<file path="src/rtl/execute_stage_pkg.sv">
// Shared definitions for the execute stage: widths, ALU opcodes, EX/MEM payload.
package execute_stage_pkg;

  localparam int DATA_W = 16;
  localparam int REG_W  = 4;

  typedef enum logic [3:0] {
    OP_ADD   = 4'h0,
    OP_SUB   = 4'h1,
    OP_AND   = 4'h2,
    OP_OR    = 4'h3,
    OP_XOR   = 4'h4,
    OP_CMP   = 4'h5,
    OP_SLL   = 4'h6,
    OP_SRL   = 4'h7,
    OP_SRA   = 4'h8,
    OP_SLT   = 4'h9,
    OP_SLTU  = 4'hA,
    OP_MUL   = 4'hB,
    OP_PASSB = 4'hC
  } alu_op_e;

  // Everything the memory stage receives from execute.
  typedef struct packed {
    logic              reg_write;
    logic              mem_write;
    logic [1:0]        result_src;
    logic [DATA_W-1:0] pc_plus2;
    logic [DATA_W-1:0] alu_res;
    logic [DATA_W-1:0] write_data;
    logic [REG_W-1:0]  rd;
  } exmem_t;

endpackage

</file>
<file path="src/rtl/execute_stage_alu.sv">
// Combinational 16-bit ALU with zero flag; unused opcodes yield 0.
module alu
  import execute_stage_pkg::*;
(
  input  logic [DATA_W-1:0] SrcA,
  input  logic [DATA_W-1:0] SrcB,
  input  logic [3:0]        op,
  output logic [DATA_W-1:0] result,
  output logic              zero
);

  // Operation select; shifts use only the low 4 bits of B.
  always_comb begin
    result = '0;
    case (alu_op_e'(op))
      OP_ADD:   result = SrcA + SrcB;
      OP_SUB:   result = SrcA - SrcB;
      OP_AND:   result = SrcA & SrcB;
      OP_OR:    result = SrcA | SrcB;
      OP_XOR:   result = SrcA ^ SrcB;
      OP_CMP:   result = SrcA - SrcB;
      OP_SLL:   result = SrcA << SrcB[3:0];
      OP_SRL:   result = SrcA >> SrcB[3:0];
      OP_SRA:   result = $unsigned($signed(SrcA) >>> SrcB[3:0]);
      OP_SLT:   result = {{(DATA_W-1){1'b0}}, $signed(SrcA) < $signed(SrcB)};
      OP_SLTU:  result = {{(DATA_W-1){1'b0}}, SrcA < SrcB};
      OP_MUL:   result = SrcA * SrcB;
      OP_PASSB: result = SrcB;
      default:  result = '0;
    endcase
  end

  assign zero = (result == '0);

endmodule

</file>
<file path="src/rtl/execute_stage.sv">
// Execute stage: operand mux, ALU, branch/jump resolution and EX/MEM register.
module execute_stage
  import execute_stage_pkg::*;
(
  input  logic               clk,
  input  logic               rst,
  input  logic               regWriteE,
  input  logic               memWriteE,
  input  logic               jumpE,
  input  logic               branchE,
  input  logic               aluSrcE,
  input  logic [1:0]         resultSrcE,
  input  logic [3:0]         aluControlE,
  input  logic [DATA_W-1:0]  RD1E,
  input  logic [DATA_W-1:0]  RD2E,
  input  logic [DATA_W-1:0]  PCPlus2E,
  input  logic [DATA_W-1:0]  PCE,
  input  logic [DATA_W-1:0]  extendedE,
  input  logic [REG_W-1:0]   RdE,
  output logic               PCSrcE,
  output logic [DATA_W-1:0]  PCTargetE,
  output logic               regWriteM,
  output logic               memWriteM,
  output logic [1:0]         resultSrcM,
  output logic [DATA_W-1:0]  PCPlus2M,
  output logic [DATA_W-1:0]  aluResM,
  output logic [DATA_W-1:0]  writeDataM,
  output logic [REG_W-1:0]   RdM
);

  logic [DATA_W-1:0] src_b;
  logic [DATA_W-1:0] alu_res;
  logic              alu_zero;
  exmem_t            exmem_d, exmem_q;

  assign src_b = aluSrcE ? extendedE : RD2E;

  alu u_alu (
    .SrcA   (RD1E),
    .SrcB   (src_b),
    .op     (aluControlE),
    .result (alu_res),
    .zero   (alu_zero)
  );

  // Redirect is purely combinational so fetch sees it in the same cycle.
  assign PCSrcE    = jumpE | (branchE & alu_zero);
  assign PCTargetE = PCE + extendedE;

  // Next EX/MEM contents; store data is always RD2E, never the immediate.
  always_comb begin
    exmem_d            = '0;
    exmem_d.reg_write  = regWriteE;
    exmem_d.mem_write  = memWriteE;
    exmem_d.result_src = resultSrcE;
    exmem_d.pc_plus2   = PCPlus2E;
    exmem_d.alu_res    = alu_res;
    exmem_d.write_data = RD2E;
    exmem_d.rd         = RdE;
  end

  // EX/MEM register; reset clears in-flight contents immediately.
  always_ff @(posedge clk or negedge rst) begin
    if (!rst) exmem_q <= '0;
    else      exmem_q <= exmem_d;
  end

  assign regWriteM  = exmem_q.reg_write;
  assign memWriteM  = exmem_q.mem_write;
  assign resultSrcM = exmem_q.result_src;
  assign PCPlus2M   = exmem_q.pc_plus2;
  assign aluResM    = exmem_q.alu_res;
  assign writeDataM = exmem_q.write_data;
  assign RdM        = exmem_q.rd;

endmodule

</file>
<file path="config.mk">
export PLATFORM = sky130hd
export DESIGN_NAME = execute_stage
export DESIGN_NICKNAME = d
export VERILOG_FILES = /design/src/rtl/execute_stage_pkg.sv /design/src/rtl/execute_stage_alu.sv /design/src/rtl/execute_stage.sv
export SDC_FILE = /design/constraint.sdc
export NUM_CORES = 1
export LEC_CHECK = 0
export ABC_CLOCK_PERIOD_IN_PS = 28600
export BUFFER_PORTS_ARGS = -buffer_cell sky130_fd_sc_hd__buf_2
export CAP_MARGIN = 15
export CORE_MARGIN = 5
export CORE_UTILIZATION = 34
export DETAILED_ROUTE_END_ITERATION = 12
export GPL_TIMING_DRIVEN = 0
export SETUP_SLACK_MARGIN = 0.05
export SLEW_MARGIN = 20
export SYNTH_ARGS = -nofsm -noshare
export SYNTH_HDL_FRONTEND = slang
export SYNTH_SLANG_ARGS = --single-unit
</file>
<file path="constraint.sdc">
create_clock -name clk -period 28.6 [get_ports clk]
set_input_delay 7.15 -clock clk [delete_from_list [all_inputs] [get_ports clk]]
set_output_delay 7.15 -clock clk [all_outputs]
set_load 0.02 [all_outputs]
</file>
==> flow_metrics.py <==
metrics = {
    "outcome": {
        "status": "completed",
    },
    "logic_synthesis": {
        "synth_cells": 1261,
        "synth_edf_count": 0,
        "yosysTopAreaCellShare": 0.1583,
        "syn_area_sq_um": 10370,
        "yosysTopAreaCell": "fa_1",
        "synth.most_common_cell": "inv_1",
        "synth_nets": 1555,
        "yosys_warnings": 0,
        "ys_seq_elements": 56,
        "synth.cells.most_frequent": "166 x inv_1, 130 x nor2_1, 118 x nand2_1",
        "synth_cell_types": 78,
        "synth-async-reset-ratio": 1.000,
        "avgSynthCellArea_sq_um": 8.223,
        "synth_ff_type": "dfrtp_1",
        "ys_seq_area_frac": 0.1352,
        "synth.top_cells.by_area": "fa_1 16%, ha_1 14%, dfrtp_1 14%",
    },
    "power_and_ir_drop": {
        "power.internal_mw": 0.4108,
        "peakVddDrop_mv": 0.09224,
        "total_leakage_power_nw": 5.572,
        "cellPowerDensity_nw_per_um2": 79.06,
        "power.switching_mw": 0.5292,
        "p_comb_frac": 0.833,
        "seqPwrFrac": 0.097,
        "clkPwrFrac": 0.070,
        "p_sw_frac": 0.5629,
    },
    "clocking": {
        "htree_levels": 2,
        "tritoncts": "done",
        "cts_num_sinks": 56,
        "numCtsBuffers": 5,
        "postCtsHoldBufs": 0,
        "clk_pin_slew_ns": 0.08,
        "ctsLongestPathBuffers": 2,
        "cts_resized": 0,
        "clock-root-buffer": "clkbuf_16",
        "postCtsSetupBuffers": 0,
    },
    "timing": {
        "maxSlewViolCount": 0,
        "fin_setup_tns_ns": 0,
        "tightest_slew_ns": 1.099,
        "fin_crit_sh": 0.8077,
        "slew-limit-headroom": 0.2654,
        "max_freq_ghz": 0.04329,
        "setup_viol": 0,
        "rsz0062_at_grt": "false",
        "hold_viol_final": 0,
        "period_needed_ns": 23.10,
    },
    "finish": {
        "area_delta_synth_final_pct": 14.67,
        "fillCellCount": 3184,
        "multi_input_area_sq_um": 8080,
        "seqCellArea_sq_um": 1401,
        "postLayoutCellArea_sq_um": 11890,
        "layout-drive-gt1-share": 0.1587,
        "nets": 1730,
    },
    "route": {
        "routed_via_density": 5.773,
        "drtIter0Drc": 977,
        "num_vias": 10590,
        "wl_um": 43360,
        "ant_nets": 0,
        "drtPass1Iterations": 8,
        "wire_per_inst_um": 23.64,
        "drc": 0,
    },
    "worst_setup_path": {
        "cp_common_cell": "fa_1",
        "criticalPathCategory": "in -> out",
        "critPathRequiredTime_ns": 21.45,
        "worstPathMaxFanout": 11,
        "slowest_stage": "mux2i_2",
        "start_kind": "input port",
        "cp.arrival_ns": 15.95,
        "worstSetupEndpointType": "output pin",
        "max_stage_delay_ns": 0.76,
    },
    "global_route": {
        "grt_pass1_wl_um": 64970,
        "antenna_found_initial": 1,
        "track_usage": 0.2507,
        "overflow": 0,
        "grt_start_max_net_pins": 57,
        "grt_pass1_vias": 10510,
    },
    "placement": {
        "place_congestion": 1.060,
        "hpwlAfterDp_um": 35850,
        "postPlaceCellArea_sq_um": 11740,
        "io_buffers": 167,
    },
    "hold_path": {
        "hold_path.class": "in -> async",
    },
    "floorplanning": {
        "dieArea_sq_um": 34090,
        "die-width_um": 184.6,
        "rows": 64,
        "core_area_sq_um": 30350,
        "die_h_um": 184.6,
        "initial_core_util": 0.3416,
        "num_io_pins": 170,
    },
    "run": {
        "maxCapViolations": 0,
    },
}
-- area by class of cell --
| class | instances | share of cell area |
|---|---|---|
| Inverter | 171 | 0.05398 |
| Clock inverter | 3 | 0.002315 |
| Timing Repair Buffer | 168 | 0.07092 |
| Tap cell | 396 | 0.04167 |
| Buffer | 67 | 0.02294 |
| Multi-Input combinational cell | 967 | 0.6796 |
| Sequential cell | 56 | 0.1179 |
| Clock buffer | 5 | 0.01052 |
| Antenna cell | 1 | 0.0002105 |
-- routing by layer --
metal  up-vias  GRT usage  share of wire
met5         -          0        0.00032
met4         2     0.1104          0.048
met3       116    0.04105          0.091
met2       575     0.4078           0.45
met1      5169     0.3293           0.41
li1       4726          -              -
-- logic make-up after synthesis --
family,Yosys count,synth area share
buf+inv,238,0.08821
mux,57,0.07530
flops,56,0.1352
simple gates,391,0.1792
fa+ha+maj,197,0.2971
compound gates,268,0.1781
xor+xnor,54,0.04694
-- per-stage QoR --
stage / power (mW) / hold WS (ns) / std cells / utilization / setup WS (ns)
CTS: 0.9401 / 6.922 / 1833 / 0.3917 / 5.667
floorplan: 0.5925 / 6.854 / 1261 / - / 7.632
global route: 1.027 / 6.931 / 1833 / 0.3917 / 5.238
detailed placement: 0.8647 / 7.255 / 1825 / 0.3867 / 5.705
finish: 0.9400 / 6.904 / 1834 / 0.3918 / 5.498
global placement: 0.8627 / 7.257 / 1824 / 0.3855 / 5.629
-- layout by cell type, fill, tap and decap left out, drive strengths merged, types with 11 or more instances in the layout --
cell type and instances:
ha 115, o22ai 13, fa 82, a21oi 55
nand3 20, a211oi 16, nor2b 13, o31ai 11
mux2i 35, mux4 13, nor2 130, dfrtp 56
inv 170, xnor2 43, a22oi 12, clkbuf 57
buf 183, nor3 27, o211ai 11, o21ai 49
nand2 118
-- critical path, delay by kind of cell --
| family | cells | cell delay [ns] |
|---|---|---|
| and+or+nand+nor | 1 | 0.13 |
| xor gates and xnor gates | 1 | 0.36 |
| AOI/OAI and AO/OA | 7 | 2.31 |
| muxes | 1 | 0.76 |
| adders and majority gates | 7 | 3.10 |
| buffers and inverters | 9 | 2.13 |
-- power by group through the flow --
stage          logic [mW]  registers [mW]  clock network [mW]
3_5_place_dp        0.772          0.0928                   0
2_1_floorplan       0.486           0.106                   0
5_1_grt             0.864          0.0921              0.0707
6_report            0.783          0.0910              0.0660
3_3_place_gp        0.770          0.0924                   0
4_1_cts             0.781          0.0911              0.0679
-- sequential cells by signal, summed over array words and instances (netlist names) --
| signal | cells |
|---|---|
| PCPlus2M | 16 |
| aluResM | 16 |
| writeDataM | 16 |
| RdM | 4 |
| resultSrcM | 2 |
| memWriteM | 1 |
| regWriteM | 1 |
-- final timing paths --
check	from	end	slack [ns]	cells after the start
worst min-delay path	rst	aluResM[1]	6.90	1
worst max-delay path	aluSrcE	PCSrcE	5.50	26
min in group clk	PCPlus2E[15]	PCPlus2M[15]	6.94	1
max in group asynchronous	rst	PCPlus2M[14]	21.22	1
No activity file was read; power rests on OpenSTA's default activity.
